<file path="src/rtl/tomasulo_pkg.sv">
// Shared definitions for the Tomasulo core: opcodes, station tags, the
// "no value" marker and the reservation station state encoding.
package tomasulo_pkg;

  localparam logic [2:0]  UFOP_ADD      = 3'b001;
  localparam logic [2:0]  UFOP_SUB      = 3'b010;

  localparam logic [2:0]  TAG_NONE      = 3'd0;
  localparam logic [2:0]  TAG_ADD1      = 3'd1;
  localparam logic [2:0]  TAG_ADD2      = 3'd2;

  localparam logic [15:0] VAL_SEM_VALOR = 16'hFFF0;

  typedef enum logic [1:0] {
    IDLE,
    WAIT_OPS,
    EXEC,
    WB
  } rs_state_e;

  // Unknown opcodes pass Vj through unchanged.
  function automatic logic [15:0] alu_result(input logic [2:0]  op,
                                             input logic [15:0] a,
                                             input logic [15:0] b);
    logic [15:0] r;
    case (op)
      UFOP_ADD: r = a + b;
      UFOP_SUB: r = a - b;
      default:  r = a;
    endcase
    return r;
  endfunction

endpackage

</file>
<file path="src/rtl/estacao_reserva_add_operand_slot.sv">
// One operand of a reservation station: value/tag pair captured from dispatch
// and resolved by snooping the common data bus.
module operand_slot
  import tomasulo_pkg::*;
(
  input  logic        clk,
  input  logic        rst_n,
  input  logic        load,
  input  logic        snoop,
  input  logic [15:0] v_in,
  input  logic [2:0]  q_in,
  input  logic        cdb_valid,
  input  logic [2:0]  cdb_tag,
  input  logic [15:0] cdb_data,
  output logic [15:0] v_q,
  output logic [2:0]  q_q,
  output logic [2:0]  q_d
);

  logic [15:0] v_d;

  always_comb begin
    v_d = v_q;
    q_d = q_q;
    if (load) begin
      // A broadcast on the issue edge forwards straight into the slot.
      if (cdb_valid && (q_in != TAG_NONE) && (cdb_tag == q_in)) begin
        v_d = cdb_data;
        q_d = TAG_NONE;
      end else begin
        v_d = v_in;
        q_d = q_in;
      end
    end else if (snoop && cdb_valid && (q_q != TAG_NONE) && (cdb_tag == q_q)) begin
      v_d = cdb_data;
      q_d = TAG_NONE;
    end
  end

  always_ff @(posedge clk or negedge rst_n) begin
    if (!rst_n) begin
      v_q <= VAL_SEM_VALOR;
      q_q <= TAG_NONE;
    end else begin
      v_q <= v_d;
      q_q <= q_d;
    end
  end

endmodule

</file>
<file path="src/rtl/estacao_reserva_add.sv">
// ADD/SUB reservation station: waits for operands on the CDB, executes for
// EXEC_LATENCY cycles, then holds its result on the CDB request until granted.
module estacao_reserva_add
  import tomasulo_pkg::*;
#(
  parameter logic [2:0] STATION_TAG  = 3'd1,
  parameter int         EXEC_LATENCY = 2
) (
  input  logic        Clock,
  input  logic        Reset,
  input  logic        Enable_VQ,
  input  logic [2:0]  Ufop,
  input  logic [15:0] Vj,
  input  logic [15:0] Vk,
  input  logic [2:0]  Qj,
  input  logic [2:0]  Qk,
  input  logic [3:0]  R_target,
  input  logic        CDB_valid,
  input  logic [2:0]  CDB_tag,
  input  logic [15:0] CDB_data,
  input  logic        CDB_grant,
  output logic        Busy,
  output logic        CDB_req,
  output logic [2:0]  Out_tag,
  output logic [15:0] Out_data,
  output logic [3:0]  Out_R_target,
  output logic        Issue_drop
);

  localparam logic [3:0] CNT_LOAD = 4'(EXEC_LATENCY - 1);

  rs_state_e   state_q, state_d;
  logic [3:0]  counter_q, counter_d;
  logic [2:0]  ufop_q, ufop_d;
  logic [3:0]  r_target_q, r_target_d;
  logic [15:0] out_data_q, out_data_d;
  logic [3:0]  out_r_target_q, out_r_target_d;
  logic        issue_drop_q, issue_drop_d;

  logic        load, snoop;
  logic [15:0] vj_q, vk_q;
  logic [2:0]  qj_q, qk_q, qj_d, qk_d;

  operand_slot u_slot_j (
    .clk(Clock), .rst_n(Reset), .load(load), .snoop(snoop),
    .v_in(Vj), .q_in(Qj),
    .cdb_valid(CDB_valid), .cdb_tag(CDB_tag), .cdb_data(CDB_data),
    .v_q(vj_q), .q_q(qj_q), .q_d(qj_d)
  );

  operand_slot u_slot_k (
    .clk(Clock), .rst_n(Reset), .load(load), .snoop(snoop),
    .v_in(Vk), .q_in(Qk),
    .cdb_valid(CDB_valid), .cdb_tag(CDB_tag), .cdb_data(CDB_data),
    .v_q(vk_q), .q_q(qk_q), .q_d(qk_d)
  );

  always_comb begin
    state_d        = state_q;
    counter_d      = counter_q;
    ufop_d         = ufop_q;
    r_target_d     = r_target_q;
    out_data_d     = out_data_q;
    out_r_target_d = out_r_target_q;
    issue_drop_d   = Enable_VQ && (state_q != IDLE);
    load           = 1'b0;
    snoop          = (state_q == WAIT_OPS);

    case (state_q)
      IDLE: begin
        if (Enable_VQ) begin
          load       = 1'b1;
          ufop_d     = Ufop;
          r_target_d = R_target;
          counter_d  = CNT_LOAD;
          state_d    = ((qj_d == TAG_NONE) && (qk_d == TAG_NONE)) ? EXEC : WAIT_OPS;
        end
      end
      WAIT_OPS: begin
        if ((qj_d == TAG_NONE) && (qk_d == TAG_NONE)) begin
          counter_d = CNT_LOAD;
          state_d   = EXEC;
        end
      end
      EXEC: begin
        if (counter_q == 4'd0) begin
          out_data_d     = alu_result(ufop_q, vj_q, vk_q);
          out_r_target_d = r_target_q;
          state_d        = WB;
        end else begin
          counter_d = counter_q - 4'd1;
        end
      end
      WB: begin
        if (CDB_grant) state_d = IDLE;
      end
      default: state_d = IDLE;
    endcase
  end

  always_ff @(posedge Clock or negedge Reset) begin
    if (!Reset) begin
      state_q        <= IDLE;
      counter_q      <= 4'd0;
      ufop_q         <= 3'd0;
      r_target_q     <= 4'd0;
      out_data_q     <= VAL_SEM_VALOR;
      out_r_target_q <= 4'd0;
      issue_drop_q   <= 1'b0;
    end else begin
      state_q        <= state_d;
      counter_q      <= counter_d;
      ufop_q         <= ufop_d;
      r_target_q     <= r_target_d;
      out_data_q     <= out_data_d;
      out_r_target_q <= out_r_target_d;
      issue_drop_q   <= issue_drop_d;
    end
  end

  assign Busy         = (state_q != IDLE);
  assign CDB_req      = (state_q == WB);
  assign Out_tag      = (state_q == WB) ? STATION_TAG : TAG_NONE;
  assign Out_data     = out_data_q;
  assign Out_R_target = out_r_target_q;
  assign Issue_drop   = issue_drop_q;

endmodule

</file>
<file path="config.mk">
export PLATFORM = sky130hd
export DESIGN_NAME = estacao_reserva_add
export DESIGN_NICKNAME = d
export VERILOG_FILES = /design/src/rtl/tomasulo_pkg.sv /design/src/rtl/estacao_reserva_add_operand_slot.sv /design/src/rtl/estacao_reserva_add.sv
export SDC_FILE = /design/constraint.sdc
export NUM_CORES = 1
export LEC_CHECK = 0
export ABC_AREA = 1
export CORE_MARGIN = 4
export CORE_UTILIZATION = 35
export DETAILED_ROUTE_END_ITERATION = 12
export DONT_BUFFER_PORTS = 1
export PLACE_DENSITY_LB_ADDON = 0.05
export REMOVE_ABC_BUFFERS = 1
export SKIP_LAST_GASP = 1
export SLEW_MARGIN = 20
export SYNTH_ARGS = -nofsm -noshare
export SYNTH_HDL_FRONTEND = slang
export SYNTH_HIERARCHICAL = 1
export SYNTH_SLANG_ARGS = --single-unit
</file>
<file path="constraint.sdc">
create_clock -name Clock -period 3.17 [get_ports Clock]
set_input_delay 0.7925 -clock Clock [delete_from_list [all_inputs] [get_ports Clock]]
set_output_delay 0.7925 -clock Clock [all_outputs]
set_load 0.05 [all_outputs]
</file>
# == Yosys cells after proc, flatten, opt, wreduce, memory -nomap -nowiden ==
# Cells that the tools add are included.
# word_totals
reg_bits,72
elab_cells,81
inputBits,69
# classes
reduce_logical,27
muxes,26
n_addsub,3
n_eq_ne,14
# op_table
operator,count
$mux 16,6
$pmux 16 s2,1
$mux 3,6
$add 16x16->16,1
$sub 16x16->16,1
$reduce_bool 3->1,5
$eq 3x3->1,4
$mux 4,3
$pmux 4 s3,1
$logic_and 1x1->1,11
$mux 2,5
$ne 2x2->1 const B,5
$pmux 2 s4,1
$reduce_and 4->1,2
$logic_not 3->1,2
$reduce_bool 2->1,3
$eq 2x2->1 const B,2
$logic_not 4->1,1
$reduce_and 2->1,2
$sub 4x1->4 const B,1
$eq 3x1->1 const B,1
$eq 3x2->1 const B,1
$mux 1,3
$eq 2x1->1 const B,1
$logic_not 2->1,1

# == Depth between registers and ports, before layout ==
# Gate-level depths: netlist (run 1).
# depth
ltp_word,11
ltp_mapped,21

# == Hierarchy ==
# Netlist (run 1), hierarchy kept.
# by_module_without_submodules
mod,seq_area_each_um2,cells_per_inst,instances,area_per_inst_um2
estacao_reserva_add,865.8,405,1,2866.5
operand_slot,490.5,165,2,1223.7

# == Worst setup path before layout (run 1) ==
# OpenSTA, ideal clock, no wires.
# synth_path
path_type,input-to-reg
startpoint,input Enable_VQ
endpoint,register counter_q[2]
t_arrival_ps,2618
path_stages,15
path_slack_ps,432
required_ps,3050
cell_sequence,nand2_1 -> clkinv_1 -> buf_4 -> clkinv_1 -> buf_2 -> nand3_1 -> o21ai_0 -> nor3_1 -> nand2_1 -> a22oi_2 -> o21ai_2 -> nor2_4 -> nand3_1 -> o21ai_0 -> nor2_1
# synth_via
elab_chain_cells,7
elab_cells_between_ends,10
classes_between,2 x eq/ne; 4 x mux; 4 x reduce/logical
# synth_rtl
item,line,rtl
"start, declared",estacao_reserva_add.sv:11,"input logic Enable_VQ,"
$mux 1,estacao_reserva_add.sv:71,if (Enable_VQ) begin
$mux 1,estacao_reserva_add.sv:69,case (state_q)
net load,estacao_reserva_add.sv:40,"logic load, snoop;"
$mux 3,estacao_reserva_add_operand_slot.sv:25,if (load) begin
net qj_d[0],estacao_reserva_add.sv:42,"logic [2:0] qj_q, qk_q, qj_d, qk_d;"
$logic_not 3->1,estacao_reserva_add.sv:80,if ((qj_d == TAG_NONE) && (qk_d == TAG_NONE)) begin
$logic_and 1x1->1,estacao_reserva_add.sv:80,
$ne 2x2->1 (no line),n/a,
$reduce_and 4->1 (no line),n/a,
"end signal, assigned",estacao_reserva_add.sv:112,counter_q <= counter_d;
"end, declared",estacao_reserva_add.sv:33,"logic [3:0] counter_q, counter_d;"
# The timed path passes the listed nets, and every way through them passes these cells.
# A chain may end at the register's enable or synchronous reset.

# == Worst setup path after layout (run 1) ==
# layout_path
startpoint,register ufop_q[1]
endpoint,"register out_data_q[12], in the netlist Out_data[12]"
# layout_via
elab_chain_cells,2
elab_cells_between_ends,3
classes_between,2 x eq/ne; 1 x mux
# layout_rtl
item,line,rtl
"start, declared",estacao_reserva_add.sv:34,"logic [2:0] ufop_q, ufop_d;"
"start signal, assigned",estacao_reserva_add.sv:113,ufop_q <= ufop_d;
$eq 3x2->1 or $eq 3x1->1 (tied branches),tomasulo_pkg.sv:26,case (op)
$pmux 16 s2 (*),tomasulo_pkg.sv:26,
"end signal, assigned",estacao_reserva_add.sv:115,out_data_q <= out_data_d;
"end, declared",estacao_reserva_add.sv:36,"logic [15:0] out_data_q, out_data_d;"
# Every way passes the cells marked *; elsewhere a longest branch is shown, timed or not.

==> impl_metrics.env, run 1 <==
export IMPL_wl_microns=14700
export IMPL_cell_type_of_the_slowest_stage_on_the_worst_timing_path="dfrtp_1"
export IMPL_drt_antenna_violating_nets=0
export IMPL_critPathMaxFanout=11
export IMPL_final_setup_worst_slack_ns=0.343
export IMPL_finalPower_mw=7.90
export IMPL_criticalPathCategory="reg -> reg"
export IMPL_drc=0
export IMPL_timing_fmax_mhz=354
export IMPL_setup_violations_final=0
export IMPL_groute_usage_overall_pct=17.4
export IMPL_finalWorstPathRequiredPeriod_ns=2.83
export IMPL_cts_repair_resize_count=0
export IMPL_post_synth_num_cell_types=46
export IMPL_routed_via_density=4.83
export IMPL_final_hold_worst_slack_ns=0.142
export IMPL_grt_overflow_total=0
export IMPL_synth_cells=735
export IMPL_worst_slew_pin_transition_ns=0.525
export IMPL_fin_nets=827
export IMPL_total_number_of_vias=4471
export IMPL_run_status="completed"
export IMPL_max_vdd_ir_drop_mv=0.328
export IMPL_cts_repair_timing_setup_buffer_count=0
export IMPL_clock_tree_from_tritoncts="yes"
export IMPL_reg2reg_slack_ns=0.34
export IMPL_crit_path_end_kind="flop"
export IMPL_hp_class="in -> async"
export IMPL_cts_htree_levels=3
export IMPL_worst_reg_to_reg_path_cell_count=15
export IMPL_utilization_pct=39.1
export IMPL_cts_root_to_sink_buffers=2
export IMPL_leakagePower_nw=2.92
export IMPL_crit_path_cell_trace="nand3_2 -> inv_1 -> or2_2 -> xnor2_1 -> inv_1 -> ha_1 -> a21oi_1 -> nor2_1 -> nor2_1 -> nand2_1 -> a21oi_2 -> nand2b_1 -> nand3_1 -> nand3_1 -> nand2_1"
export IMPL_core_area_sq_mm=0.0147
export IMPL_die_w_microns=131
export IMPL_critical_path_depth=15
export IMPL_globalplace_congestion=0.794
export IMPL_drive_gt1_share_pct=15.2
export IMPL_synthArstFlopShare_pct=100
export IMPL_timing_final_max_slew_violations=0
export IMPL_clock_insertion_delay_worst_skew_ns=0.34
export IMPL_critical_path_top_delay_family="simple AND/OR/NAND/NOR gates"
export IMPL_drt_pre_antenna_iters=4
export IMPL_cpPeakStageDelay_ns=0.41
export IMPL_ys_flop_type="dfstp_2"
export IMPL_std_cell_rows=44
export IMPL_layout_common_cells="213 x nand2_1, 115 x nand3_1, 87 x inv_1"
export IMPL_tns_ns=0
export IMPL_timing_critical_path_required_ns=3.44
export IMPL_clock_tree_skew_after_final_layout_ns=0.00720
export IMPL_drt_initial_violations=216
export IMPL_drt_wirelength_per_cell_microns=15.9
export IMPL_cts_inserted_buffers=9
export IMPL_floorplan_initialDensity_pct=36.2
export IMPL_n_antenna_cell=0
export IMPL_placedInstanceArea_sq_mm=0.00543
export IMPL_synth_area_sq_mm=0.00531
export IMPL_setup_repair_after_global_routing_missed_its_margin="no"
export IMPL_ys_warnings_count=6
export IMPL_worstPathBufferInverterCount=2
export IMPL_synth_avg_cell_area_sq_um=7.23
export IMPL_maximum_number_of_pins_on_one_net_before_global_route_repair=73
export IMPL_p_per_area_mw_per_mm2=1380
export IMPL_dpl_cell_count=909
export IMPL_synth_sequential_area_ratio_pct=34.8
export IMPL_first_global_vias=4585
export IMPL_clk_transition_reported_paths_ns=0.06
export IMPL_i_o_pin_total=95
export IMPL_timing_max_slew_rel_slack_pct=65.0
export IMPL_place_hpwl_microns=11200
export IMPL_fillCellCount=1595
export IMPL_post_layout_nonfiller_instances=925
export IMPL_layout_commonest_cell="nand2_1"
export IMPL_start_kind="flop"
export IMPL_area_delta_synth_final_pct=8.05
export IMPL_port_buffer_count=0
export IMPL_grt_pass1_wl_microns=24200
export IMPL_clock_root_buffer="clkbuf_16"
export IMPL_postLayoutCellArea_sq_mm=0.00574
export IMPL_worstPathArrival_ns=3.10
export IMPL_die_h_microns=131
export IMPL_dpl_worst_slack_ns=0.367
export IMPL_synth_edff_count=0
export IMPL_yosys_register_bits=72
export IMPL_final_min_period_over_clock_period_pct=89.2
export IMPL_grt_antenna_before_repair=0
export IMPL_clock_sink_count=72
export IMPL_finalHoldViolCount=0
export IMPL_max_cap_violations=0
export IMPL_cts_hold_buffers_added=0
export IMPL_die_area_sq_mm=0.0172
[final cells by class]
cell class              count  area (sq um)  area share, %
multi-input cells         532          2850           49.7
clock buffers              14           274           4.77
clock inverters             2          37.5          0.654
well taps                 184           230           4.01
inverters                 109           409           7.13
repair buffers             12          90.1           1.57
flip-flops and latches     72          1850           32.2
[final timing paths]
kind | startpoint | endpoint
max | ufop_q[1] | Out_data[12]
min | Reset | Out_R_target[0]
max reg2reg | ufop_q[1] | Out_data[12]
min reg2reg | r_target_q[2] | r_target_q[2]
max in group asynchronous | Reset | u_slot_k/v_q[11]
min in group Clock | r_target_q[2] | r_target_q[2]
[cells by family (layout without fill, tap and decap cells)]
kind of cell    Yosys count  after routing  share of synthesized area (%)
compound gates           74             74                           8.17
flops                    72             72                           34.8
buf+inv                 132            137                           11.6
other cells               1              2                         0.0706
simple gates            408            408                           35.8
fa+ha+maj                22             22                           5.32
xor+xnor                 26             26                           4.29
[state kept, by name (all words and copies together) (netlist names)]
| register | count |
|---|---|
| Out_data | 16 |
| counter_q | 4 |
| ufop_q | 3 |
| r_target_q | 4 |
| u_slot_k/v_q | 16 |
| u_slot_j/q_q | 3 |
| state_q | 2 |
| Out_R_target | 4 |
| u_slot_k/q_q | 3 |
| u_slot_j/v_q | 16 |
| Issue_drop | 1 |
[layer usage]
metal | track usage [%] | up-vias | wire, microns
li1 | - | 2329 | -
met1 | 24.2 | 2043 | 7310
met2 | 27.1 | 86 | 6380
met3 | 3.86 | 13 | 782
met4 | 5.25 | 0 | 196
met5 | 0 | - | 0
[cell usage after synthesis, types with 6 or more instances]
cell,count,area (sq um)
a21oi_1,17,85.1
buf_4,8,60.1
clkinv_1,17,63.8
dfrtp_1,36,901
dfstp_2,36,946
ha_1,21,263
inv_1,87,327
nand2_1,213,800
nand2_2,9,56.3
nand3_1,115,576
nor2_1,32,120
o21ai_0,36,180
o21ai_1,6,30.0
or2_2,6,37.5
xnor2_1,8,70.1
xor2_1,18,158
[power breakdown]
group	leakage (nW)	internal (mW)	switching [mW]	total, mW
sequential	0.823	1.55	0.882	2.43
clock	0.149	0.675	0.394	1.07
combinational	1.95	1.65	2.75	4.40
Note: power is estimated with default switching activity, not from simulation.
==> run 2, diff against run 1 <==
ABC_AREA = default   (was 1)
==> impl_metrics.env, run 2 <==
export IMPL_yosys_register_bits=72
export IMPL_timing_critical_path_required_ns=3.43
export IMPL_ys_warnings_count=6
export IMPL_place_hpwl_microns=9440
export IMPL_clockPowerShare_pct=15.6
export IMPL_run_status="completed"
export IMPL_drt_initial_violations=168
export IMPL_core_area_sq_mm=0.0127
export IMPL_maximum_number_of_pins_on_one_net_before_global_route_repair=73
export IMPL_grtUsageMet1_pct=22.7
export IMPL_critPathLaunch="u_slot_k/v_q[5]"
export IMPL_timing_final_max_slew_violations=0
export IMPL_synth_avg_cell_area_sq_um=9.91
export IMPL_layout_commonest_cell="nand2_1"
export IMPL_die_area_sq_mm=0.0148
export IMPL_grt_antenna_before_repair=0
export IMPL_grt_overflow_total=0
export IMPL_clock_insertion_delay_worst_skew_ns=0.34
export IMPL_r2r_end="Out_data[15]"
export IMPL_routed_via_density=5.13
export IMPL_netSwitchingPower_mw=3.36
export IMPL_dpl_cell_count=654
export IMPL_first_global_vias=3736
export IMPL_clk_transition_reported_paths_ns=0.06
export IMPL_busiest_layer="met2"
export IMPL_critPathMaxFanout=3
export IMPL_tns_ns=0
export IMPL_synth_cells_most_frequent="49 x nand2_1, 36 x dfrtp_1, 36 x dfstp_2, 33 x and2_1, 25 x xnor2_1"
export IMPL_cts_root_to_sink_buffers=2
export IMPL_grt_pass1_wl_microns=19800
export IMPL_criticalPathCategory="reg -> reg"
export IMPL_p_per_area_mw_per_mm2=1470
export IMPL_post_synth_num_cell_types=58
export IMPL_fin_nets=587
export IMPL_global_route_usage_met3_pct=5.39
export IMPL_postLayoutCellArea_sq_mm=0.00539
export IMPL_globalplace_congestion=0.903
export IMPL_cts_inserted_buffers=9
export IMPL_worstPathArrival_ns=3.28
export IMPL_clock_root_buffer="clkbuf_16"
export IMPL_die_w_microns=122
export IMPL_clock_tree_skew_after_final_layout_ns=0.00789
export IMPL_n_antenna_cell=0
export IMPL_power_share_combinational_pct=55.8
export IMPL_ys_flop_type="dfstp_2"
export IMPL_clock_tree_from_tritoncts="yes"
export IMPL_final_hold_worst_slack_ns=0.152
export IMPL_clock_sink_count=72
export IMPL_timing_max_slew_rel_slack_pct=33.7
export IMPL_std_cell_rows=41
export IMPL_groute_usage_overall_pct=17.7
export IMPL_die_h_microns=122
export IMPL_max_cap_violations=0
export IMPL_floorplan_initialDensity_pct=35.8
export IMPL_synth_top_area_share_pct=20.8
export IMPL_post_synth_main_area_contributors="dfstp_2 21%, dfrtp_1 20%, ha_1 5.8%, xnor2_1 4.8%, and2_1 4.6%"
export IMPL_p_int_mw=4.55
export IMPL_area_delta_synth_final_pct=18.8
export IMPL_crit_path_end="Out_data[15]"
export IMPL_worst_slew_pin_transition_ns=0.994
export IMPL_drt_antenna_violating_nets=0
export IMPL_globalRouteMet2Util_pct=29.6
export IMPL_worst_reg_to_reg_path_cell_count=14
export IMPL_start_kind="flop"
export IMPL_max_vdd_ir_drop_mv=0.503
export IMPL_layout_common_cells="47 x nand2_1, 44 x buf_4, 36 x dfrtp_1, 36 x dfstp_2, 33 x and2_1"
export IMPL_synth_area_sq_mm=0.00454
export IMPL_utilization_pct=42.5
export IMPL_port_buffer_count=0
export IMPL_drt_wirelength_per_cell_microns=18.6
export IMPL_drt_pre_antenna_iters=4
export IMPL_setup_violations_final=0
export IMPL_i_o_pin_total=95
export IMPL_synth_largest_area_cell="dfstp_2"
export IMPL_total_number_of_vias=3452
export IMPL_finalHoldViolCount=0
export IMPL_cts_htree_levels=3
export IMPL_switching_share_pct=42.5
export IMPL_post_layout_nonfiller_instances=673
export IMPL_finalWorstPathRequiredPeriod_ns=3.01
export IMPL_synth_sequential_area_ratio_pct=40.7
export IMPL_synth_cells=458
export IMPL_leakagePower_nw=2.28
export IMPL_yosys_cell_count_top_type="nand2_1"
export IMPL_synthArstFlopShare_pct=100
export IMPL_timing_fmax_mhz=332
export IMPL_hp_class="in -> async"
export IMPL_drc=0
export IMPL_critical_path_reg2reg_startpoint="u_slot_k/v_q[5]"
export IMPL_synth_edff_count=0
export IMPL_wl_microns=12500
export IMPL_final_min_period_over_clock_period_pct=95.1
export IMPL_placedInstanceArea_sq_mm=0.00494
export IMPL_drive_gt1_share_pct=29.5
export IMPL_crit_path_end_kind="flop"
export IMPL_reg2reg_slack_ns=0.16
export IMPL_power_sequential_fraction_pct=28.5
run 2: changes by cell type after synthesis, moves of 14 or more:
cell	change
nand2_1	-164
nand3_1	-108
inv_1	-68
and2_1	+32
a221o_2	+18
o21ai_0	-18
clkinv_1	-17
xnor2_1	+17
o21ai_1	+15
a221o_1	+14
run 2: layer usage:
layer / part of all wire (%) / wire [microns] / vias up
met1: 46 / 5690 / 1631
met3: 5.1 / 637 / 5
met5: 0 / 0 / -
li1: - / - / 1742
met2: 49 / 6060 / 74
met4: 0.82 / 103 / 0
run 2: cell families (layout without fill, tap and decap cells):
logic type,Yosys count,after routing,synth area share (%)
AOI/OAI and AO/OA,134,134,22.3
and+or+nand+nor,143,143,16.0
xor gates and xnor gates,34,34,6.87
buffers and inverters,37,79,4.30
muxes,15,15,3.53
DFF,72,72,40.7
adders and majority gates,22,22,6.23
other,1,2,0.0827
run 2: cell type report:
| class | instances | area, sq um |
|---|---|---|
| Clock buffer | 9 | 225 |
| Clock inverter | 7 | 134 |
| Fill cell | 1269 | 7280 |
| Inverter | 19 | 71.3 |
| Multi-Input combinational cell | 350 | 2570 |
| Sequential cell | 72 | 1850 |
| Tap cell | 172 | 215 |
| Timing Repair Buffer | 44 | 330 |
run 2: worst max-delay path, stage by stage, from the launching register on:
cell and delay [ns]:
dfstp_2 0.39, nor3_4 0.20, nand2_2 0.10, nor3_2 0.17, buf_4 0.15, a21oi_1 0.07, xnor2_1 0.13, ha_1 0.31
and4_4 0.19, a211o_1 0.25, o22a_1 0.23, a31oi_2 0.17, xnor3_1 0.20, nor3_2 0.05, a311o_1 0.31
run 2: power by group through the flow:
stage          logic, mW  clock network, mW  registers (mW)
2_1_floorplan       3.14                  0            2.16
3_3_place_gp        4.31                  0            2.27
3_5_place_dp        4.33                  0            2.26
4_1_cts             4.35               1.28            2.26
5_1_grt             4.99               1.31            2.33
6_report            4.42               1.24            2.26
run 2: what timing repair did:
item | in CTS | in global routing
pin swaps | 1 | 10
cloned | 0 | 0
gates resized for setup | 3 | 12
endpoints found under the setup margin | 1 | 9
hold buffers | 0 | 0
buffers inserted | 0 | 3
run 2: worst min-delay path by stage:
| stage | slack [ns] | depth (start not counted) | to | startpoint |
|---|---|---|---|---|
| floorplan | 0.43 | 2 | Out_R_target[0] | r_target_q[0] |
| global placement | 0.44 | 2 | Out_R_target[3] | r_target_q[3] |
| detailed placement | 0.45 | 2 | Out_R_target[2] | r_target_q[2] |
| CTS | 0.13 | 0 | u_slot_k/v_q[3] | Reset |
| global route | 0.13 | 0 | ufop_q[0] | Reset |
| finish | 0.15 | 0 | Out_data[1] | Reset |
run 2: metrics by stage:
stage | worst slack, ns | total power, mW
detailed placement | -0.0917 | 6.59
global placement | -0.0624 | 6.58
floorplan | -0.169 | 5.30
CTS | 0.0447 | 7.89
finish | 0.156 | 7.91
global route | -0.0163 | 8.64
